<file path="src/rtl/timer_link_pkg.sv">
// Shared definitions for the serial timer-command link.
// The transmitter and the receiver both import this package, so the start pattern is defined in one place.
package timer_link_pkg;

    typedef enum logic [2:0] {
        StIdle,
        StShift,
        StWaitDone,
        StAck,
        StGap
    } link_state_e;

    localparam logic [3:0] LINK_PREAMBLE = 4'b1101;
    localparam int unsigned DEFAULT_DELAY_W = 4;

endpackage

</file>
<file path="src/rtl/tx_piso_shift.sv">
// Parallel-load shift register with a registered MSB-first serial output.
// The first bit appears in the cycle right after the load.
module tx_piso_shift #(
    parameter int unsigned WIDTH = 8
) (
    input  logic             clk,
    input  logic             reset,
    input  logic             load,
    input  logic             shift,
    input  logic             clear,
    input  logic [WIDTH-1:0] din,
    output logic             sout
);

    logic [WIDTH-1:0] sreg;

    // sreg holds the bits that are still to be sent, left-aligned.
    always_ff @(posedge clk) begin
        if (reset) begin
            sreg <= '0;
            sout <= 1'b0;
        end else if (load) begin
            sout <= din[WIDTH-1];
            sreg <= {din[WIDTH-2:0], 1'b0};
        end else if (shift) begin
            sout <= sreg[WIDTH-1];
            sreg <= {sreg[WIDTH-2:0], 1'b0};
        end else if (clear) begin
            sout <= 1'b0;
        end
    end

endmodule

</file>
<file path="src/rtl/timer_cmd_serializer.sv">
// Transmit end of the serial timer-command link.
// Sends the preamble and then the delay value, waits for done, and answers with a one-cycle ack.
module timer_cmd_serializer
    import timer_link_pkg::*;
#(
    parameter int unsigned DELAY_W        = DEFAULT_DELAY_W,
    parameter logic [3:0]  PREAMBLE       = LINK_PREAMBLE,
    parameter int unsigned GAP_CYCLES     = 2,
    parameter int unsigned TIMEOUT_CYCLES = 20000
) (
    input  logic               clk,
    input  logic               reset,
    input  logic               cmd_valid,
    input  logic [DELAY_W-1:0] cmd_delay,
    output logic               cmd_ready,
    output logic               data,
    input  logic               done,
    output logic               ack,
    output logic               busy,
    output logic               timeout_err
);

    localparam int unsigned FRAME_W = 4 + DELAY_W;
    localparam int unsigned BIT_W   = $clog2(FRAME_W);
    localparam int unsigned GAP_W   = $clog2(GAP_CYCLES + 1);
    localparam int unsigned TO_MAX  = (TIMEOUT_CYCLES == 0) ? 1 : TIMEOUT_CYCLES;
    localparam int unsigned TO_W    = $clog2(TO_MAX + 1);

    link_state_e       state;
    logic [BIT_W-1:0]  bit_cnt;
    logic [GAP_W-1:0]  gap_cnt;
    logic [TO_W-1:0]   wait_cnt;

    logic accept;
    logic last_bit;
    logic sh_shift;
    logic sh_clear;

    assign accept   = cmd_valid && cmd_ready;
    assign last_bit = (bit_cnt == BIT_W'(FRAME_W - 1));
    assign sh_shift = (state == StShift) && !last_bit;
    assign sh_clear = (state == StShift) && last_bit;

    tx_piso_shift #(
        .WIDTH (FRAME_W)
    ) u_piso (
        .clk   (clk),
        .reset (reset),
        .load  (accept),
        .shift (sh_shift),
        .clear (sh_clear),
        .din   ({PREAMBLE, cmd_delay}),
        .sout  (data)
    );

    always_ff @(posedge clk) begin
        if (reset) begin
            state       <= StIdle;
            bit_cnt     <= '0;
            gap_cnt     <= '0;
            wait_cnt    <= '0;
            cmd_ready   <= 1'b1;
            busy        <= 1'b0;
            ack         <= 1'b0;
            timeout_err <= 1'b0;
        end else begin
            ack         <= 1'b0;
            timeout_err <= 1'b0;
            case (state)
                StIdle: begin
                    if (accept) begin
                        state     <= StShift;
                        bit_cnt   <= '0;
                        cmd_ready <= 1'b0;
                        busy      <= 1'b1;
                    end
                end
                StShift: begin
                    if (last_bit) begin
                        state    <= StWaitDone;
                        wait_cnt <= '0;
                    end else begin
                        bit_cnt <= bit_cnt + 1'b1;
                    end
                end
                StWaitDone: begin
                    // done takes priority over a timeout that expires on the same edge.
                    if (done) begin
                        state <= StAck;
                        ack   <= 1'b1;
                    end else if (TIMEOUT_CYCLES != 0 && wait_cnt == TO_W'(TO_MAX - 1)) begin
                        state       <= StGap;
                        gap_cnt     <= '0;
                        timeout_err <= 1'b1;
                    end else if (TIMEOUT_CYCLES != 0) begin
                        wait_cnt <= wait_cnt + 1'b1;
                    end
                end
                StAck: begin
                    state   <= StGap;
                    gap_cnt <= '0;
                end
                StGap: begin
                    if (gap_cnt == GAP_W'(GAP_CYCLES - 1)) begin
                        state     <= StIdle;
                        cmd_ready <= 1'b1;
                        busy      <= 1'b0;
                    end else begin
                        gap_cnt <= gap_cnt + 1'b1;
                    end
                end
                default: begin
                    state     <= StIdle;
                    cmd_ready <= 1'b1;
                    busy      <= 1'b0;
                end
            endcase
        end
    end

endmodule

</file>
<file path="config.mk">
export PLATFORM = sky130hd
export DESIGN_NAME = timer_cmd_serializer
export DESIGN_NICKNAME = d
export VERILOG_FILES = /design/src/rtl/timer_link_pkg.sv /design/src/rtl/tx_piso_shift.sv /design/src/rtl/timer_cmd_serializer.sv
export SDC_FILE = /design/constraint.sdc
export NUM_CORES = 1
export LEC_CHECK = 0
export BUFFER_PORTS_ARGS = -buffer_cell sky130_fd_sc_hd__buf_2
export CAP_MARGIN = 20
export CORE_UTILIZATION = 49
export CTS_CLUSTER_DIAMETER = 200
export DETAILED_ROUTE_END_ITERATION = 8
export PLACE_DENSITY = 0.67
export SLEW_MARGIN = 20
export SYNTH_ARGS = -nofsm -noshare
export SYNTH_HDL_FRONTEND = slang
export SYNTH_SLANG_ARGS = --single-unit
</file>
<file path="constraint.sdc">
create_clock -name clk -period 2.58 [get_ports clk]
set_input_delay 0.129 -clock clk [delete_from_list [all_inputs] [get_ports clk]]
set_output_delay 0.129 -clock clk [all_outputs]
set_load 0.03 [all_outputs]
</file>
Yosys cells after proc, flatten, opt, wreduce, memory -nomap -nowiden:

Index checks and enable logic that the tools add are counted.

* output and inout bits: 5
* bits in latches: 0
* bits in read-only memories: 0
* register bits after elaboration: 35
* bits of input ports: 8
* RAM bits: 0
* memories kept: 0

* eq/ne operators: 16
* bitwise operators: 2
* shift-type cells: 0
* mux-type cells: 30
* magnitude comparators: 0
* $mul: 0
* reductions and logical operators: 19
* divide/modulo/power cells: 0
* add/sub/neg operators: 3

Operators with widths (number)
* 2-to-1 mux 15 bit: 3
* case mux 15 bit (2 select lines): 1
* 2-to-1 mux 3 bit: 7
* 2-to-1 mux 8 bit: 2
* != test 2 bit, second input constant: 8
* adder 15 x 1 -> 15 bit, second input constant: 1
* equality test 15 bit, second input constant: 1
* case mux 3 bit (5 select lines): 1
* AND reduction 4 bit: 3
* 2-to-1 mux 1 bit: 9
* equality test 3 x 2 -> 1 bit, second input constant: 2
* equality test 3 bit, second input constant: 2
* 2-to-1 mux 2 bit: 3
* case mux 1 bit (3 select lines): 2
* case mux 2 bit (3 select lines): 1
* case mux 3 bit (2 select lines): 1
* AND reduction 3 bit: 2
* nonzero test 2 bit: 3
* nonzero test 3 bit: 2
* OR reduction 3 bit: 2
* OR reduction 2 bit: 2
* adder 3 x 1 -> 3 bit, second input constant: 1
* equality test 3 x 1 -> 1 bit, second input constant: 1
* logical AND 1 bit: 3
* other kinds (6): 7

Depth between registers and ports, before layout:

Gate-level depths: netlist of the first run.

* depth after elaboration: 5
* depth in mapped cells: 7

Hierarchy:

A second synthesis of the first run with hierarchy kept.

* cell total of the unflattened synthesis: 225
* area, all modules: 1924.3 um2

Modules (own cells, without submodules)
* timer_cmd_serializer: seq. area each 540.5 um2, cells an instance 188, times used 1, area each 1547.7 um2
* tx_piso_shift: seq. area each 160.2 um2, cells an instance 37, times used 1, area each 376.6 um2

Worst setup path after synthesis of the first run:

Ideal clock, no wire load.

* path type: flip-flop to flip-flop
* start point: register wait_cnt[6]
* end point: register wait_cnt[4]
* buffers on the path: 3
* setup slack: 581 ps
* arrival time: 1866 ps
* period minus slack after synthesis: 1999 ps
* data required time: 2447 ps
* cell stages (with the launch flop): 8
* cells stage by stage: dfxtp_1 > clkbuf_1 > or4b_1 > or4_1 > buf_2 > buf_6 > a31oi_1 > a21oi_1

* word-level cells in the longest chain between the ends: 3

RTL lines
* start: declaration: RTL line timer_cmd_serializer.sv:32 `logic [TO_W-1:0] wait_cnt;`
* start signal: assignment: RTL line timer_cmd_serializer.sv:96 `wait_cnt <= wait_cnt + 1'b1;`
* equality test 15 bit: RTL line timer_cmd_serializer.sv:91 `end else if (TIMEOUT_CYCLES != 0 && wait_cnt == TO_W'(TO_MAX - 1)) begin`
* != test 2 bit (no source line)
* AND reduction 4 bit (no source line)

No other way between the ends.
A chain may end at the register's enable or synchronous reset.

Worst setup path in the final report of the first run:

* start point: register wait_cnt[7]
* end point: register gap_cnt[0]

* word-level cells in the longest chain between the ends: 3

RTL lines
* equality test 15 bit: RTL line timer_cmd_serializer.sv:91
* != test 2 bit (no source line)
* AND reduction 4 bit (no source line)
* end signal: assignment: RTL line timer_cmd_serializer.sv:109 `gap_cnt <= gap_cnt + 1'b1;`
* end: declaration: RTL line timer_cmd_serializer.sv:31 `logic [GAP_W-1:0] gap_cnt;`

No other way between the ends.

==> impl_summary.md, run 1 <==
Run status
The flow ran to the end, and the final reports show no timing, DRC or antenna violations.

Clocking
The number of hold-repair buffers added at the cts stage is 0. The later pin in the worst-skew pair is clocked with a latency of 0.29 ns. The total CTS buffers is 5. The maximum clock path buffer count is 2.

The maximum level of the CTS H-tree is 2. The clock root buffer is sky130_fd_sc_hd__clkbuf_8. The sink count of the clock tree is 35. The clock transition at the register clock pins on the worst setup and hold paths after CTS is 0.07 ns. TritonCTS built the clock tree. The number of setup buffers added after CTS is 0. The post-cts resize count is 0.

Final layout
Leaving out fill and tap cells, the most frequent cell in the layout is sky130_fd_sc_hd__dfxtp_1. The library cells used most frequently in the layout, excluding fill and tap cells, are 35 x sky130_fd_sc_hd__dfxtp_1, 24 x sky130_fd_sc_hd__nand2_1, 16 x sky130_fd_sc_hd__a31oi_1, 13 x sky130_fd_sc_hd__nor2_1, 12 x sky130_fd_sc_hd__buf_2. From synthesis to final layout, the design area changed by 9.745%. The number of diodes is 0. After the last flow step, the layout net total stands at 237. Counting the fill cells in the layout gives 319. The final standard cell count with taps included and fillers excluded is 272.

The fraction of layout cells with a size suffix above 1 is 13.27%.

Worst setup path
The slack of the worst reg-to-reg path is 0.29 ns. The nature of the critical path startpoint is a flip-flop. The launch point of the worst path is wait_cnt[7]$_SDFFE_PP0P_. STA puts the critical path data required time at 2.73 ns.

The worst register-to-register path begins at wait_cnt[7]$_SDFFE_PP0P_. The worst path arrival time is 2.45 ns. The worst-path maximum fanout is 14. The number of cells on the worst reg-to-reg path is 4. The setup path with the least slack is of type reg2reg. Traced cell by cell, the critical path runs through or4b_4 -> or4_1 -> o21bai_2 -> a311oi_1. The delay contributed by the slowest stage of the critical path is 0.81 ns.

The slowest cell on the critical path is sky130_fd_sc_hd__or4_1. STA classifies the critical path endpoint as a flip-flop.

Min path
The worst min-delay path category is in2reg. Along the worst hold path, the cell count comes to 3. In this run the most critical hold path is launched from cmd_delay[0].

Placed design
The worst-case setup slack after placement is 0.3175 ns. Buffers placed on the I/O ports in this run total 12. The post-detailed-placement half-perimeter wirelength is 2683 um.

Routability-driven placement finished with a final weighted congestion of 0.9614. Counting tap cells, the placed design contains a total of 264 instances.

Synth
In the synthesized netlist the async set-or-reset flop fraction comes to 0%. The largest family of logic cells by synthesized area is simple AND/OR/NAND/NOR gates. The synthesized netlist devotes 0.9675% of its cell area to XOR and XNOR gates. After synthesis, the cell types taking the most area are sky130_fd_sc_hd__dfxtp_1 39%, sky130_fd_sc_hd__a31oi_1 5.5%, sky130_fd_sc_hd__nand2_1 5.0%. The top cell type's share of synthesized area is 38.70%. The yosys synthesis warning count is 0. The sequential-to-total area share from yosys stat is 38.70%. In the synthesized netlist, mux cells make up 1.106% of the area. Synthesis handed over a netlist of 215 instances. Counting flops with a built-in enable in the synthesized netlist gives 0. The fraction of the mapped netlist area in adder cells is 2.764%. Synthesis instantiated 52 different standard cells from the library. The area fraction in compound gates after synthesis is 23.36%. The number of register bits inferred by synthesis is 35. The cell area after technology mapping is 1810 sq um. Summed over all instances, the cell type with the most area after synthesis is sky130_fd_sc_hd__dfxtp_1. In this run the mean area of a mapped cell was 8.421 sq um. Synthesis produced a netlist with a net count of 227.

The simple-gate share of the synthesized area is 27.92%. The most frequently used flop master after synthesis is sky130_fd_sc_hd__dfxtp_1.

STA
The remaining max-slew budget at the tightest pin is 63.92%. The worst-margin pin slew is 0.5413 ns. The fraction of the cycle the final worst path needs is 88.88%. Setup repair after global routing left no endpoint under its margin.

The peak clock frequency supported by timing is 436.1 MHz. Setup violations remaining at the end of the flow were counted as 0. The largest clock skew in the final design is 0.005762 ns. Summed over all failing endpoints, the final setup total negative slack is 0 ns.

The minimum setup slack in the final design is 0.2869 ns. The final critical-path required period is 2.293 ns. The final hold violation count was 0. The max-slew violation total from the final report is 0.

Floorplanning
The effective utilization at floorplan is 52.60%. The floorplan has 21 rows. The die height is 62.79 um. The area of the die is 3942 sq um. After floorplanning, the core was sized to cover 3442 sq um. 13 I/O pins were placed. The die width is 62.79 um.

GRT
The first global-routing pass estimated 6706 um of wire. After global routing the overflow that remains totals 0. The number of antenna violations at the first check in global routing is 0. The total routing resource utilization after global routing is 21.58%. Entering global routing, the biggest net connects 24 pins. The number of global-route vias before repair is 1,463.

Detailed routing
The detail route stage leaves a number of antenna-violating nets equal to 0. The via count normalized by instance count is 6.202. The overall via count from detail_route is 1,687. The final layout contains routed wiring with a total length of 3942 um. For this run, the detailed router's first-pass iteration total came to 5. The number of design rule violations left after detail routing is 0. After the first detailed-routing iteration, the DRC count stood at 145. After detailed routing, the average wire length per cell comes to 14.49 um.

Pwr
The worst ir drop on vdd is 501.2 uV. The analysis attributes to cell leakage a power of 0.0007133 uW. In this run the power density over the cells is 667.3 nW/um^2.

Run
Across the run, the number of max-cap violations was 0.
-- per-stage QoR --
step	instance area [sq um]	utilization (%)	power [uW]	hold slack [ns]
floorplan	1810	-	876.2	0.2187
global placement	1906	55.36	943.8	0.4087
CTS	1987	57.72	1333	0.1122
global route	1987	57.72	1399	0.1267
detailed placement	1906	55.36	951.8	0.4180
finish	1987	57.72	1326	0.1201
-- final timing paths --
| check | endpoint |
|---|---|
| setup / recovery | gap_cnt[0]$_SDFFE_PP0P_ |
| hold / removal | u_piso.sreg[1]$_SDFFE_PP0P_ |
| setup reg to reg | gap_cnt[0]$_SDFFE_PP0P_ |
| hold reg to reg | bit_cnt[2]$_SDFFE_PP0P_ |
-- sequential cells by signal, indices dropped and copies added (netlist names) --
| signal | cells |
|---|---|
| busy | 1 |
| gap_cnt | 2 |
| wait_cnt | 15 |
| cmd_ready | 1 |
| u_piso.sout | 1 |
| timeout_err | 1 |
| ack | 1 |
| bit_cnt | 3 |
| state | 3 |
| u_piso.sreg | 7 |
-- routing by layer --
metal  track usage (%)  share of wire, %
met2             31.52                44
met1             30.90                49
met4             8.140               1.4
met3             4.562               5.9
met5                 0                 0
-- cell type report --
cell class / count / area, sq um / share of cell area [%]
inverters: 7 / 26.28 / 1.322
flip-flops and latches: 35 / 700.7 / 35.26
multi-input cells: 158 / 1016 / 51.13
clock inverters: 1 / 5.005 / 0.2519
clock buffers: 7 / 76.32 / 3.841
well taps: 46 / 57.56 / 2.897
repair buffers: 18 / 105.1 / 5.290
-- Yosys cell counts, types with 2 or more instances --
| cell type | number |
|---|---|
| sky130_fd_sc_hd__dfxtp_1 | 35 |
| sky130_fd_sc_hd__nand2_1 | 24 |
| sky130_fd_sc_hd__a31oi_1 | 16 |
| sky130_fd_sc_hd__nor2_1 | 13 |
| sky130_fd_sc_hd__a21oi_1 | 11 |
| sky130_fd_sc_hd__clkbuf_1 | 11 |
| sky130_fd_sc_hd__nand4_1 | 9 |
| sky130_fd_sc_hd__nand3_1 | 8 |
| sky130_fd_sc_hd__inv_1 | 7 |
| sky130_fd_sc_hd__o21ai_0 | 6 |
| sky130_fd_sc_hd__nand2b_1 | 5 |
| sky130_fd_sc_hd__a311oi_1 | 4 |
| sky130_fd_sc_hd__ha_1 | 4 |
| sky130_fd_sc_hd__or3_1 | 4 |
| sky130_fd_sc_hd__and3_1 | 3 |
| sky130_fd_sc_hd__buf_2 | 3 |
| sky130_fd_sc_hd__nor2b_1 | 3 |
| sky130_fd_sc_hd__nor3_1 | 3 |
| sky130_fd_sc_hd__nor4_1 | 3 |
| sky130_fd_sc_hd__a2bb2oi_1 | 2 |
| sky130_fd_sc_hd__a41oi_1 | 2 |
| sky130_fd_sc_hd__and2_1 | 2 |
| sky130_fd_sc_hd__mux2i_1 | 2 |
| sky130_fd_sc_hd__nand4b_1 | 2 |
| sky130_fd_sc_hd__nor3b_1 | 2 |
| sky130_fd_sc_hd__o211ai_1 | 2 |
| sky130_fd_sc_hd__o21ai_1 | 2 |
| sky130_fd_sc_hd__or4_1 | 2 |
| sky130_fd_sc_hd__or4b_1 | 2 |
-- critical path, delay by kind of cell (launching register included) --
| family | cells | cell delay (ns) |
|---|---|---|
| and+or+nand+nor | 2 | 1.38 |
| AOI/OAI and AO/OA | 2 | 0.41 |
| DFF | 1 | 0.36 |
-- logic make-up (layout without fill, tap and decap cells) --
| group | Yosys count | count (layout) |
|---|---|---|
| DFF | 35 | 35 |
| and+or+nand+nor | 90 | 90 |
| AOI/OAI and AO/OA | 60 | 60 |
| xor gates and xnor gates | 2 | 2 |
| muxes | 2 | 2 |
| adders and majority gates | 4 | 4 |
| buffers and inverters | 22 | 33 |
-- power breakdown --
part | internal (uW) | leakage, uW | switching (uW) | total (uW)
combinational | 116 | 0.000386 | 175 | 292
clock | 189 | 0.0000422 | 194 | 383
sequential | 588 | 0.000285 | 62.6 | 651
No activity file was read; power rests on OpenSTA's default activity.
==> run 2: changes to the inputs <==
ABC_AREA = 1   (was unset)
==> impl_summary.md, run 2 <==
Synth
Sequential elements use 36.70% of the synthesized area. The share of synthesized registers carrying an async set or reset is 0%. The most frequently used cell type in the post-synthesis netlist is sky130_fd_sc_hd__nand2_1. The post-synthesis average cell area is 6.747 sq um.

The cell area after technology mapping is 1909 sq um. Ranked by instance count, the synthesized netlist is headed by 80 x sky130_fd_sc_hd__nand2_1, 35 x sky130_fd_sc_hd__dfxtp_1, 32 x sky130_fd_sc_hd__inv_1. Summed over its instances, the top area cell type makes up 36.70% of the synthesized netlist area. The number of nets in the synthesized netlist is 295. The count of different cell masters after synthesis is 35. By area the synthesized netlist is led by sky130_fd_sc_hd__dfxtp_1 37%, sky130_fd_sc_hd__nand2_1 16%, sky130_fd_sc_hd__nand3_1 6.8%. The cell count after synthesis is 283. Counting flops with a built-in enable in the synthesized netlist gives 0.

During synthesis, Yosys emitted a total of 0 warnings. For this run, the leading register cell type out of synthesis is sky130_fd_sc_hd__dfxtp_1. Synthesis inferred 35 register bits. The cell type contributing the most total cell area after synthesis is sky130_fd_sc_hd__dfxtp_1.

Floorplanning
The area of the die is 4150 sq um. The die height is 64.42 um. The core area is 3689 sq um. For this configuration, the core starts out at a cell density of 51.76%. The number of I/O pins is 13.

The floorplan has 22 rows. The floorplan step set the die width to 64.42 um.

STA
Setup repair after global routing left no endpoint under its margin. Static timing analysis puts the maximum clock frequency at 563.7 MHz. The final critical path takes up 68.76% of the cycle. After layout, the worst setup slack is 0.8059 ns. The total negative setup slack is 0 ns. For the pin with the worst max-slew slack, the measured transition is 0.4575 ns. The final hold violation count was 0. The max-slew violation total from the final report came to 0. The remaining max-slew budget at the tightest pin is 69.46%.

Counting I/O delays and the setup requirement, the final critical path takes 1.774 ns. Setup violations remaining at the end of the flow were counted as 0. Between clock sinks in the finished design, the worst skew comes to 0.005640 ns.

Placed design
Once placement completed, the tool counted placed cells totaling 336. Timing analysis after detailed placement gives a worst setup slack of 0.8310 ns. The final estimated routing congestion in global placement is 0.8830. The instance area at placement is 1978 sq um.

The post-detailed-placement half-perimeter wirelength is 2854 um. The number of buffers inserted by port buffering is 12.

Clocking
The clock net in this run drives a total of 35 sinks. The later pin in the worst-skew pair is clocked with a latency of 0.29 ns. The maximum clock path buffer count is 2. The maximum level of the CTS H-tree is 2. Buffers inserted to repair hold after CTS numbered 0. The clock root buffer is sky130_fd_sc_hd__clkbuf_8. Once the clock tree was built, the resizer swapped 0 gates to a different size. The number of setup buffers added after CTS is 0.

The clock transition at the register clock pins on the worst setup and hold paths after CTS is 0.07 ns. TritonCTS built the clock tree. Clock tree synthesis inserted a total of 5 buffers.

Final layout
The finished layout cell area is 2096 sq um. The final net count is 307. The most common library cell in the layout ignoring fill and taps is sky130_fd_sc_hd__nand2_1. The register with the most flip-flops in the layout has 15 of them.

The filler cell count is 371. The count of cells in the finished layout, fillers not included, comes to 344. The number of diodes is 0. In the final layout, the registers with the most flip-flops are wait_cnt: 15 flops, u_piso.sreg: 7 flops. wait_cnt holds more flip-flops than any other register. The fraction of layout cells with a size suffix above 1 is 12.84%. The layout overhead on the synthesized area is 9.764%. In the layout the commonest cells are 80 x sky130_fd_sc_hd__nand2_1, 35 x sky130_fd_sc_hd__dfxtp_1, 32 x sky130_fd_sc_hd__inv_1, 31 x sky130_fd_sc_hd__nor2_1, 26 x sky130_fd_sc_hd__nand3_1.

Detailed routing
After detailed routing, the number of remaining DRC violations is 0. The via count normalized by instance count is 5.035. After detailed routing, the average wire length per cell comes to 11.55 um. The final route contains 1,732 vias. The count of TritonRoute iterations in the first routing pass is 4. The number of nets with antenna violations after routing is 0. The total wire length is 3974 um. The detailed router finished its first iteration with 157 violations.

Worst setup path
The critical path in this run is classified as reg2reg. The worst path arrival time is 1.98 ns. The required arrival time at the worst endpoint is 2.79 ns. STA classifies the critical path endpoint as a flip-flop.

The nature of the critical path startpoint is a flip-flop. Of all nets on the critical path, the largest fanout is 11.

GRT
The first-pass GRT wire length is 7231 um. Global routing consumed, over all layers together, 22.31% of the routing resources. The number of antenna violations at the first check in global routing came to 0.

Entering global routing, the biggest net connects 24 pins. The total grt overflow is 0. The number of global-route vias before repair is 1,683.

Pwr
IR analysis of the VDD net gives a maximum drop of 661.5 uV. The total power draw is 1807 uW. The standby leakage power is 0.0008736 uW. Power spread over the standard cell area amounts to 862.5 nW/um^2.

Min path
The path class of the tightest hold or removal check is in2reg.

Run status
The run finished with clean final reports.

Run
The count of maximum capacitance violations is 0.
## run 2: cell count changes in the layout (fill, tap and decap cells not counted), moves of 6 or more
cell                      change
sky130_fd_sc_hd__inv_1       +25
sky130_fd_sc_hd__nand2_1     +56
sky130_fd_sc_hd__nand4_1      -7
sky130_fd_sc_hd__nand3_1     +18
sky130_fd_sc_hd__buf_4        -6
sky130_fd_sc_hd__a31oi_1     -12
sky130_fd_sc_hd__nor2_1      +18
sky130_fd_sc_hd__a21oi_1      +8
## run 2: cell families (layout without fill, tap and decap cells)
kind of cell / Yosys count / in the layout / synth area share [%]
and+or+nand+nor: 159 / 159 / 37.55
DFF: 35 / 35 / 36.70
adders and majority gates: 4 / 4 / 2.621
buffers and inverters: 43 / 56 / 9.895
AOI/OAI and AO/OA: 38 / 38 / 11.40
xor gates and xnor gates: 4 / 4 / 1.835
## run 2: layout make-up
type / instances / area (sq um) / area share, %
timing repair buffer: 12 / 60.06 / 2.866
clock buffer: 6 / 82.58 / 3.940
clock inverter: 2 / 35.03 / 1.672
multi-input combinational: 205 / 1020 / 48.66
tap: 48 / 60.06 / 2.866
sequential: 35 / 700.7 / 33.43
inverter: 36 / 137.6 / 6.567
## run 2: worst paths after layout
check | start | end | slack [ns] | depth (start not counted)
worst min register to register | u_piso.sreg[5]$_SDFFE_PP0P_ | u_piso.sreg[6]$_SDFFE_PP0P_ | 0.45 | 2
worst max register to register | wait_cnt[0]$_SDFFE_PP0P_ | wait_cnt[11]$_SDFFE_PP0P_ | 0.81 | 9
worst min-delay path | cmd_delay[0] | u_piso.sreg[1]$_SDFFE_PP0P_ | 0.1 | 3
worst max-delay path | wait_cnt[0]$_SDFFE_PP0P_ | wait_cnt[11]$_SDFFE_PP0P_ | 0.81 | 9
## run 2: power by group
part	internal, uW	switching [uW]
clock	312	197
combinational	174	458
sequential	622	45.0
total	1110	699
## run 2: worst max-delay path: stages (launching register included)
cell	delay (ns)
sky130_fd_sc_hd__dfxtp_1	0.41
sky130_fd_sc_hd__ha_1	0.23
sky130_fd_sc_hd__nand3_2	0.14
sky130_fd_sc_hd__nor2_2	0.15
sky130_fd_sc_hd__nand2_2	0.08
sky130_fd_sc_hd__nand2_4	0.10
sky130_fd_sc_hd__nand2_4	0.11
sky130_fd_sc_hd__nand2_4	0.15
sky130_fd_sc_hd__nand2_1	0.12
sky130_fd_sc_hd__o21ai_0	0.19
## run 2: metal layers
metal	part of all wire (%)	GRT usage, %	up-vias
met3	3.8	4.930	6
met1	50	27.66	767
met5	0	0	-
li1	-	-	931
met2	44	38.03	28
met4	1.5	7.500	0
## run 2: through the flow
stage | hold slack [ns] | utilization (%)
3_3_place_gp | 0.3909 | 53.63
6_report | 0.09670 | 56.82
3_5_place_dp | 0.3894 | 53.63
2_1_floorplan | 0.2069 | -
4_1_cts | 0.09040 | 56.82
5_1_grt | 0.1189 | 56.82
==> run 3: changes to the inputs <==
ABC_AREA = 0   (was 1)
PLACE_DENSITY = 0.7   (was 0.67)
clock period = 1.4 ns   (was 2.58 ns; I/O delays follow)
==> impl_summary.md, run 3 (same netlist as run 1, synthesis figures left out) <==
Clocking
The latest clock arrival within the worst-skew pair is 0.29 ns. The clock tree from TritonCTS is built. Counting the buffers created by CTS gives 5. In this run the clock root is driven by a sky130_fd_sc_hd__clkbuf_8. The clock net in this run drives a total of 35 sinks. The maximum level of the CTS H-tree is 2. The clock transition at the register clock pins on the worst setup and hold paths after CTS is 0.07 ns. No sink is reached through more buffers than the 2 on the longest clock path.

Worst setup path
For the worst setup path, the data required time is 1.57 ns. The number of cells on the worst reg-to-reg path is 4. Data on the critical path arrives at its endpoint at 2.07 ns. The critical path goes through or4b_4 -> or4_4 -> o21bai_4 -> a311oi_1. In this design, the largest share of critical-path delay is due to simple AND/OR/NAND/NOR gates. The number of buffer and inverter instances along the worst setup path is 0. The delay contributed by the slowest stage of the critical path is 0.63 ns. The path length in cells of the critical path is 4. The critical path in this run is classified as reg2reg. The beginning of the worst register-to-register path is wait_cnt[12]$_SDFFE_PP0P_. In this run the worst path has a maximum fanout of 7. In this run the worst setup path begins at wait_cnt[12]$_SDFFE_PP0P_. For this design, the slowest cell found on the critical path is sky130_fd_sc_hd__or4_4. In this run the critical register-to-register path is captured at gap_cnt[0]$_SDFFE_PP0P_. STA classifies the critical path startpoint as a flip-flop. The kind of end point of the critical path is a flip-flop. The most critical setup path has its endpoint at gap_cnt[0]$_SDFFE_PP0P_.

Across all register-to-register paths, the minimum setup slack is -0.50 ns.

GRT
Entering global routing, the biggest net connects 23 pins. The total grt overflow is 0. The number of global-route vias before repair is 1,897. The number of antenna violations at the first check in global routing came to 0. Global routing consumed, over all layers together, 29.01% of the routing resources. The first-pass GRT wire length is 8963 um.

Final layout
The number of flip-flops under the largest register name is 15. Cells with a size suffix above 1 make up 44.52% of the layout. For this run, the post-layout net count is 294. Relative to the synthesized area, the layout overhead comes to 47.34%.

The register bank with the most flops is wait_cnt. The number of diodes is 0. The core utilization of the finished layout is 77.50%. In the layout the commonest cells are 59 x sky130_fd_sc_hd__buf_4, 28 x sky130_fd_sc_hd__dfxtp_1, 17 x sky130_fd_sc_hd__nand2_1, 15 x sky130_fd_sc_hd__a31oi_1, 13 x sky130_fd_sc_hd__nor2_1.

In the final layout, the registers with the most flip-flops are wait_cnt: 15 flops, u_piso.sreg: 7 flops. Leaving out fill and tap cells, the most frequent cell in the layout is sky130_fd_sc_hd__buf_4.

STA
The final hold violation count came to 0. Setup repair after global routing could not meet its margin everywhere. The remaining max-slew budget at the tightest pin is 65.97%. Clock skew on the completed layout was measured at 0.006990 ns.

The minimum setup slack in the final design is -0.5000 ns. Based on the critical path, the design can be clocked at up to 526.3 MHz. Setup violations remaining at the end of the flow were counted as 30.

Counting I/O delays and the setup requirement, the final critical path takes 1.900 ns. The worst-margin pin slew is 0.5104 ns. The max-slew violation total from the final report is 0. The worst path uses 135.7% of the clock period.

Pwr
Across the VDD grid, the largest voltage drop is 898.3 uV. Summed over all cells, the static leakage comes to 0.001044 uW. Power spread over the standard cell area amounts to 1087 nW/um^2. The total power draw is 2901 uW.

Run
The count of maximum capacitance violations is 0.

Floorplanning
For this design the top-level I/O count stands at 13. The die is 62.79 um tall. The die is 62.79 um wide. The number of placement rows is 21. The die covers 3942 sq um. The effective utilization at floorplan is 52.60%.

The core area is 3442 sq um.

Detailed routing
The detailed router finished its first iteration with 219 violations. The first detailed-routing pass ran for 5 iterations. The overall via count from detail_route is 2,021.

The total wire length is 5402 um. Using the TritonRoute via totals, the vias-per-cell ratio works out to 6.143. The count of nets left with antenna violations once routing finished came out at 0. The post-detailed-route wirelength per cell is 16.42 um. For this run, design rule violations remaining after detail routing come to 0.

Placed design
Input and output buffers added on the ports amount to 12. At the end of routability-driven placement, the weighted congestion stood at 0.8842. The HPWL after detailed placement is 3589 um.

Run status
The checks that failed: negative setup slack. The run finished, with violations left.

Min path
The startpoint identified for the worst hold timing path is cmd_valid. The worst min-delay path category is in2reg.
==> run 3: cell count changes in the layout (fill, tap and decap cells not counted), sizes merged, moves of 4 or more <==
| cell | change |
|---|---|
| nand2 | -64 |
| buf | +61 |
| inv | -28 |
| nor2 | -22 |
| nand3 | -19 |
| a31oi | +12 |
| a21oi | -9 |
| nand4 | +7 |
| nand2b | +5 |
| a311oi | +4 |
| or3 | +4 |
| or4b | +4 |
==> run 3: worst reg2reg max path: stages (launching register included) <==
cell and delay (ns):
sky130_fd_sc_hd__dfxtp_2 0.33, sky130_fd_sc_hd__or4b_4 0.54, sky130_fd_sc_hd__or4_4 0.63, sky130_fd_sc_hd__o21bai_4 0.17, sky130_fd_sc_hd__a311oi_1 0.11
==> run 3: cell type report <==
class / instances / area (sq um)
multi-input cells: 160 / 1261
well taps: 46 / 57.56
flip-flops and latches: 35 / 709.4
clock inverters: 3 / 15.01
clock buffers: 5 / 68.82
fillers: 249 / 774.5
inverters: 7 / 26.28
repair buffers: 73 / 529.3
==> run 3: worst min path at each step <==
stage / to / slack, ns / cells past startpoint
after floorplan: state[0]$_SDFFE_PP0P_ / 0.16 / 1
after global placement: u_piso.sreg[6]$_SDFFE_PP0P_ / 0.32 / 2
after detailed placement: u_piso.sreg[6]$_SDFFE_PP0P_ / 0.34 / 2
after CTS: u_piso.sreg[6]$_SDFFE_PP0P_ / 0.03 / 2
after global routing: u_piso.sreg[6]$_SDFFE_PP0P_ / 0.04 / 2
final: u_piso.sreg[6]$_SDFFE_PP0P_ / 0.03 / 2
==> run 3: metrics by stage <==
step	std cells	setup WS [ns]	hold slack [ns]	TNS (ns)	area, sq um
2_1_floorplan	215	-0.5520	0.1597	-10.90	1942
3_3_place_gp	313	-0.4901	0.3238	-10.90	2377
3_5_place_dp	313	-0.5557	0.3381	-12.16	2377
4_1_cts	326	-0.4930	0.02902	-10.78	2576
5_1_grt	329	-0.5347	0.03774	-12.65	2668
6_report	329	-0.5000	0.03008	-11.23	2668
==> run 3: what timing repair did <==
item,4_1_cts,5_1_grt
gates resized for setup,18,14
pin swaps,13,15
cloned,1,1
hold endpoints to repair,0,0
hold buffers,0,0
endpoints found under the setup margin,31,32
setup buffers,4,2
==> run 3: layer usage <==
metal  track usage [%]  wire length (um)  part of all wire, %
met2             44.84              2470                   46
met1             39.98              2478                   46
met5                 0                 0                    0
met3             6.387               370                  6.8
met4             9.302                82                  1.5
==> run 3: power breakdown <==
part	internal, uW	switching [uW]	leakage, uW
logic	485	533	0.000708
clock network	340	380	0.0000477
registers	1090	75.2	0.000288
total	1910	988	0.00104
